`src/rtl/any1_agen_seq.sv`:
```
// Multi-element memory-op sequencer: walks element indices for the registered
// address generator and issues one req/ack memory request per active element.
// Optional mask skipping is enabled by defining ANY1_AGEN_SEQ_MASK_EN.
module any1_agen_seq #(
  parameter int NELEM = 64,
  parameter int STEPW = 6
) (
  input  logic             clk,
  input  logic             rst,
  input  logic             start_i,
  input  logic [STEPW:0]   vl_i,
  input  logic [NELEM-1:0] mask_i,
  input  logic             abort_i,
  input  logic             mem_ack_i,
  output logic [STEPW-1:0] step_o,
  output logic             mem_req_o,
  output logic             mem_last_o,
  output logic             busy_o,
  output logic             done_o
);

  localparam logic [2:0] S_IDLE  = 3'd0;
  localparam logic [2:0] S_CHK   = 3'd1;
  localparam logic [2:0] S_AGEN  = 3'd2;
  localparam logic [2:0] S_ISSUE = 3'd3;
  localparam logic [2:0] S_DONE  = 3'd4;

  localparam logic [STEPW:0]   VL_MAX   = (STEPW+1)'(NELEM);
  localparam logic [STEPW:0]   VL_ONE   = (STEPW+1)'(1);
  localparam logic [STEPW-1:0] STEP_ONE = STEPW'(1);

  logic [2:0]       state_q, state_d;
  logic [STEPW-1:0] step_q, step_d;
  logic [STEPW:0]   vl_q;
  logic [STEPW:0]   vl_clamp;
  logic             start_ok;
  logic             at_last;
  logic             elem_active;

  // Oversized vector lengths saturate to the hardware maximum.
  assign vl_clamp = (vl_i > VL_MAX) ? VL_MAX : vl_i;
  assign start_ok = (state_q == S_IDLE) && start_i && !abort_i;
  assign at_last  = (({1'b0, step_q} + VL_ONE) == vl_q);

`ifdef ANY1_AGEN_SEQ_MASK_EN
  logic [NELEM-1:0] mask_q;

  // NOTE: mask_q has no reset; it is always written at start before CHK reads it,
  // so leaving it out of reset keeps the register file reset-free.
  always_ff @(posedge clk) begin
    if (start_ok) begin
      mask_q <= mask_i;
    end
  end

  assign elem_active = mask_q[step_q];
`else
  logic mask_unused;

  assign mask_unused = ^mask_i;
  assign elem_active = 1'b1;
`endif

  // NOTE: every signal written here gets a default first, so no path can leave
  // it unassigned and infer a latch.
  always_comb begin
    state_d = state_q;
    step_d  = step_q;
    if (abort_i) begin
      state_d = S_IDLE;
      step_d  = '0;
    end else begin
      case (state_q)
        S_IDLE: begin
          if (start_i) begin
            step_d  = '0;
            state_d = (vl_clamp == '0) ? S_DONE : S_CHK;
          end
        end
        S_CHK: begin
          if (elem_active) begin
            state_d = S_AGEN;
          end else if (at_last) begin
            state_d = S_DONE;
          end else begin
            step_d = step_q + STEP_ONE;
          end
        end
        // One cycle for the generator to register EA from the held step.
        S_AGEN: state_d = S_ISSUE;
        S_ISSUE: begin
          if (mem_ack_i) begin
            if (at_last) begin
              state_d = S_DONE;
            end else begin
              state_d = S_CHK;
              step_d  = step_q + STEP_ONE;
            end
          end
        end
        S_DONE:  state_d = S_IDLE;
        default: state_d = S_IDLE;
      endcase
    end
  end

  // NOTE: sequential state uses non-blocking assignments so every register
  // samples pre-edge values regardless of statement order.
  always_ff @(posedge clk) begin
    if (rst) begin
      state_q <= S_IDLE;
      step_q  <= '0;
      vl_q    <= '0;
    end else begin
      state_q <= state_d;
      step_q  <= step_d;
      if (start_ok) begin
        vl_q <= vl_clamp;
      end
    end
  end

  assign step_o     = step_q;
  assign mem_req_o  = (state_q == S_ISSUE);
  assign mem_last_o = mem_req_o && at_last;
  assign busy_o     = (state_q != S_IDLE);
  assign done_o     = (state_q == S_DONE);

endmodule

```
`config.mk`:
```
export PLATFORM = sky130hd
export DESIGN_NAME = any1_agen_seq
export DESIGN_NICKNAME = d
export VERILOG_FILES = /design/src/rtl/any1_agen_seq.sv
export SDC_FILE = /design/constraint.sdc
export NUM_CORES = 1
export LEC_CHECK = 0
export CELL_PAD_IN_SITES_DETAIL_PLACEMENT = 1
export CELL_PAD_IN_SITES_GLOBAL_PLACEMENT = 2
export CORE_ASPECT_RATIO = 0.75
export CORE_MARGIN = 3
export CORE_UTILIZATION = 16
export DETAILED_ROUTE_END_ITERATION = 8
export PLACE_DENSITY_LB_ADDON = 0.1
export SLEW_MARGIN = 20
export SYNTH_ARGS = -nofsm -noshare
export SYNTH_HDL_FRONTEND = slang
export SYNTH_SLANG_ARGS = --single-unit
```
`constraint.sdc`:
```
create_clock -name clk -period 6.3 [get_ports clk]
set_input_delay 0.945 -clock clk [delete_from_list [all_inputs] [get_ports clk]]
set_output_delay 0.945 -clock clk [all_outputs]
set_load 0.05 [all_outputs]
```
==> impl_metrics.yaml <==
logic_synthesis:
  syn_inst: 130
  synth_seq_cells: 16
  synth_top_area_share_pct: 32.0
  ys_warn_count: 0
  mappedNetlistArea_um2: 1000
  synth_area_leaders: "dfxtp_1 32%, nor2_1 4.5%, nor3b_1 4.5%"
  ys_types: 38
  synthesis.nets: 207
  synth-main-ff-cell: "dfxtp_1"
  synth_edf_count: 0
  yosysMostFrequentCell: "dfxtp_1"
  async_reset_ff_share_pct: 0
  synth_top_cell_by_area: "dfxtp_1"
  seq_area_frac_synth_pct: 32.0
  syn_avg_cell_area_um2: 7.69
  synth_common_cells: "16 x dfxtp_1, 12 x nor2_1, 11 x nand2_1"
grt:
  antenna_found_initial: 0
  grt_pass1_wl_um: 5350
  gr-total-overflow: 0
  grt_max_degree: 14
  grtUsageTotal_pct: 9.30
  grt_pass1_vias: 1086
final_layout:
  drive_above_1_share_pct: 4.79
  num_antenna_cells: 0
  stdcell_count: 224
  syn2layout_area_growth_pct: 31.5
  postLayoutCoreUtil_pct: 22.2
  nFillCells: 684
  nets: 225
floorplanning:
  dieWidth_um: 97.3
  ios: 86
  dieArea_um2: 7240
  rows: 24
  core_um2: 5920
  start_util_pct: 16.9
  die_y_um: 74.5
placed_design:
  dp_cells: 221
  routabilityCongestion: 0.758
  dp_hpwl_um: 2550
  portBuffers: 21
timing:
  hold_viol: 0
  rsz0062_at_grt: "no"
  finalCriticalPeriod_ns: 4.24
  slew_violations: 0
  fin_skew_ns: 0.00530
  max_freq_mhz: 236
  setup_viol: 0
  fin_tns_setup_ns: 0
  finalCritPeriodShare_pct: 67.3
  slew-limit-headroom_pct: 57.2
  worst_pin_slew_ns: 0.640
detailed_routing:
  via_count: 1045
  wl_per_cell_um: 14.3
  wl_um: 3200
  post_drt_via_cell_ratio: 4.67
  drt_iter0_markers: 25
  antenna_left: 0
  route.detailed.drc: 0
  dr.pass1.iters: 4
clocking:
  clock-sinks: 16
  cts_buffers: 3
  clockBufferDepth: 2
  htreeDepth: 1
  post-cts-setup-buffers: 0
  cts_resized: 0
  clock_latency_ns: 0.25
  hold_buffers: 0
  cts_tree: "yes"
  cts_root_buffer: "clkbuf_8"
  clk_pin_slew_ns: 0.07
hold_path:
  hold_path.class: "reg2reg"
power_and_ir_drop:
  leakage_nw: 0.440
  peakVddDrop_mv: 0.0407
  power_density_nw_per_um2: 164
critical_path:
  required_ns: 5.35
  worst-setup-path-type: "reg2out"
  crit_arrival_ns: 3.29
  cp-end-kind: "output port"
  critPathLaunchType: "register"
  cp_max_fo: 12
job:
  maxCapViolCount: 0
run_status:
  status: "finished clean"
==> critical path: stages, from the launching register on <==
cell and delay (ns):
dfxtp_1 0.46, ha_1 0.31, nand3_1 0.16, xnor2_1 0.16, nor4_1 0.38, o31a_1 0.49
nand2_1 0.18, inv_1 0.10, clkdlybuf4s50_1 0.80
==> per-layer routing <==
layer / up-vias / global-route usage, % / routed length (um)
li1: 506 / - / -
met1: 522 / 11.6 / 1620
met2: 15 / 16.1 / 1470
met3: 2 / 2.81 / 91
met4: 0 / 2.30 / 15
met5: - / 0 / 0
==> cell type report <==
cell class | count | area (um2) | area share, %
timing repair buffer | 21 | 210 | 16.0
inverter | 4 | 15.0 | 1.14
multi-input combinational | 102 | 631 | 48.0
sequential | 16 | 320 | 24.4
clock buffer | 3 | 41.3 | 3.14
tap | 78 | 97.6 | 7.42
==> power by group <==
| part | internal (mW) | total [mW] | switching, mW |
|---|---|---|---|
| clock | 0.0425 | 0.0809 | 0.0384 |
| sequential | 0.103 | 0.105 | 0.00224 |
| combinational | 0.0129 | 0.0287 | 0.0158 |
| total | 0.159 | 0.215 | 0.0565 |
==> cell usage in the layout, fill, tap and decap left out, drive strengths merged <==
cell type,Yosys,routed
clkdlybuf4s50,0,21
nand4b,1,1
dfxtp,16,16
nand3b,1,1
a21o,1,1
nand2,11,11
o21ai,4,4
o31a,1,1
nor3,7,7
o211ai,1,1
mux2i,1,1
nor3b,6,6
and2,3,3
a31oi,2,2
or4,1,1
inv,4,4
nand4,3,3
a21oi,8,8
nand3,9,9
mux2,1,1
xnor2,5,5
or4b,1,1
o21a,3,3
o32ai,1,1
nor2,12,12
xor2,3,3
a211o,1,1
o311a,1,1
nor4,4,4
o311ai,1,1
and3b,1,1
o31ai,1,1
ha,1,1
nor4b,2,2
or2,2,2
clkbuf,5,3
or3,2,2
==> stage by stage <==
| stage | hold slack [ns] | total power [mW] | setup slack [ns] | area [um2] |
|---|---|---|---|---|
| floorplan | 0.476 | 0.123 | 3.14 | 1000 |
| global placement | 0.511 | 0.136 | 2.24 | 1270 |
| detailed placement | 0.506 | 0.137 | 2.27 | 1270 |
| CTS | 0.525 | 0.221 | 1.96 | 1320 |
| global route | 0.565 | 0.228 | 1.74 | 1320 |
| finish | 0.516 | 0.215 | 2.06 | 1320 |
==> path summary, 6_finish.rpt <==
| check | slack (ns) | depth (start not counted) | startpoint | end |
|---|---|---|---|---|
| max | 2.06 | 8 | step_o[0] | mem_last_o |
| min | 0.52 | 2 | vl_q[3] | vl_q[3] |
| max reg2reg | 3.79 | 7 | step_o[0] | step_o[5] |
| min reg2reg | 0.52 | 2 | vl_q[3] | vl_q[3] |
==> cell families (layout without fill, tap and decap cells) <==
group	count (synthesis)	in the layout	share of synthesized area, %
flops	16	16	32.0
mux	2	2	2.13
buf+inv	12	28	4.88
xor+xnor	8	8	7.01
compound gates	25	25	16.3
fa+ha+maj	1	1	1.25
simple gates	66	66	36.4
==> sequential cells by signal, summed over array words and instances (netlist names) <==
register	flops
vl_q	7
step_o	6
state_q	3
No activity file was read; power rests on OpenSTA's default activity.
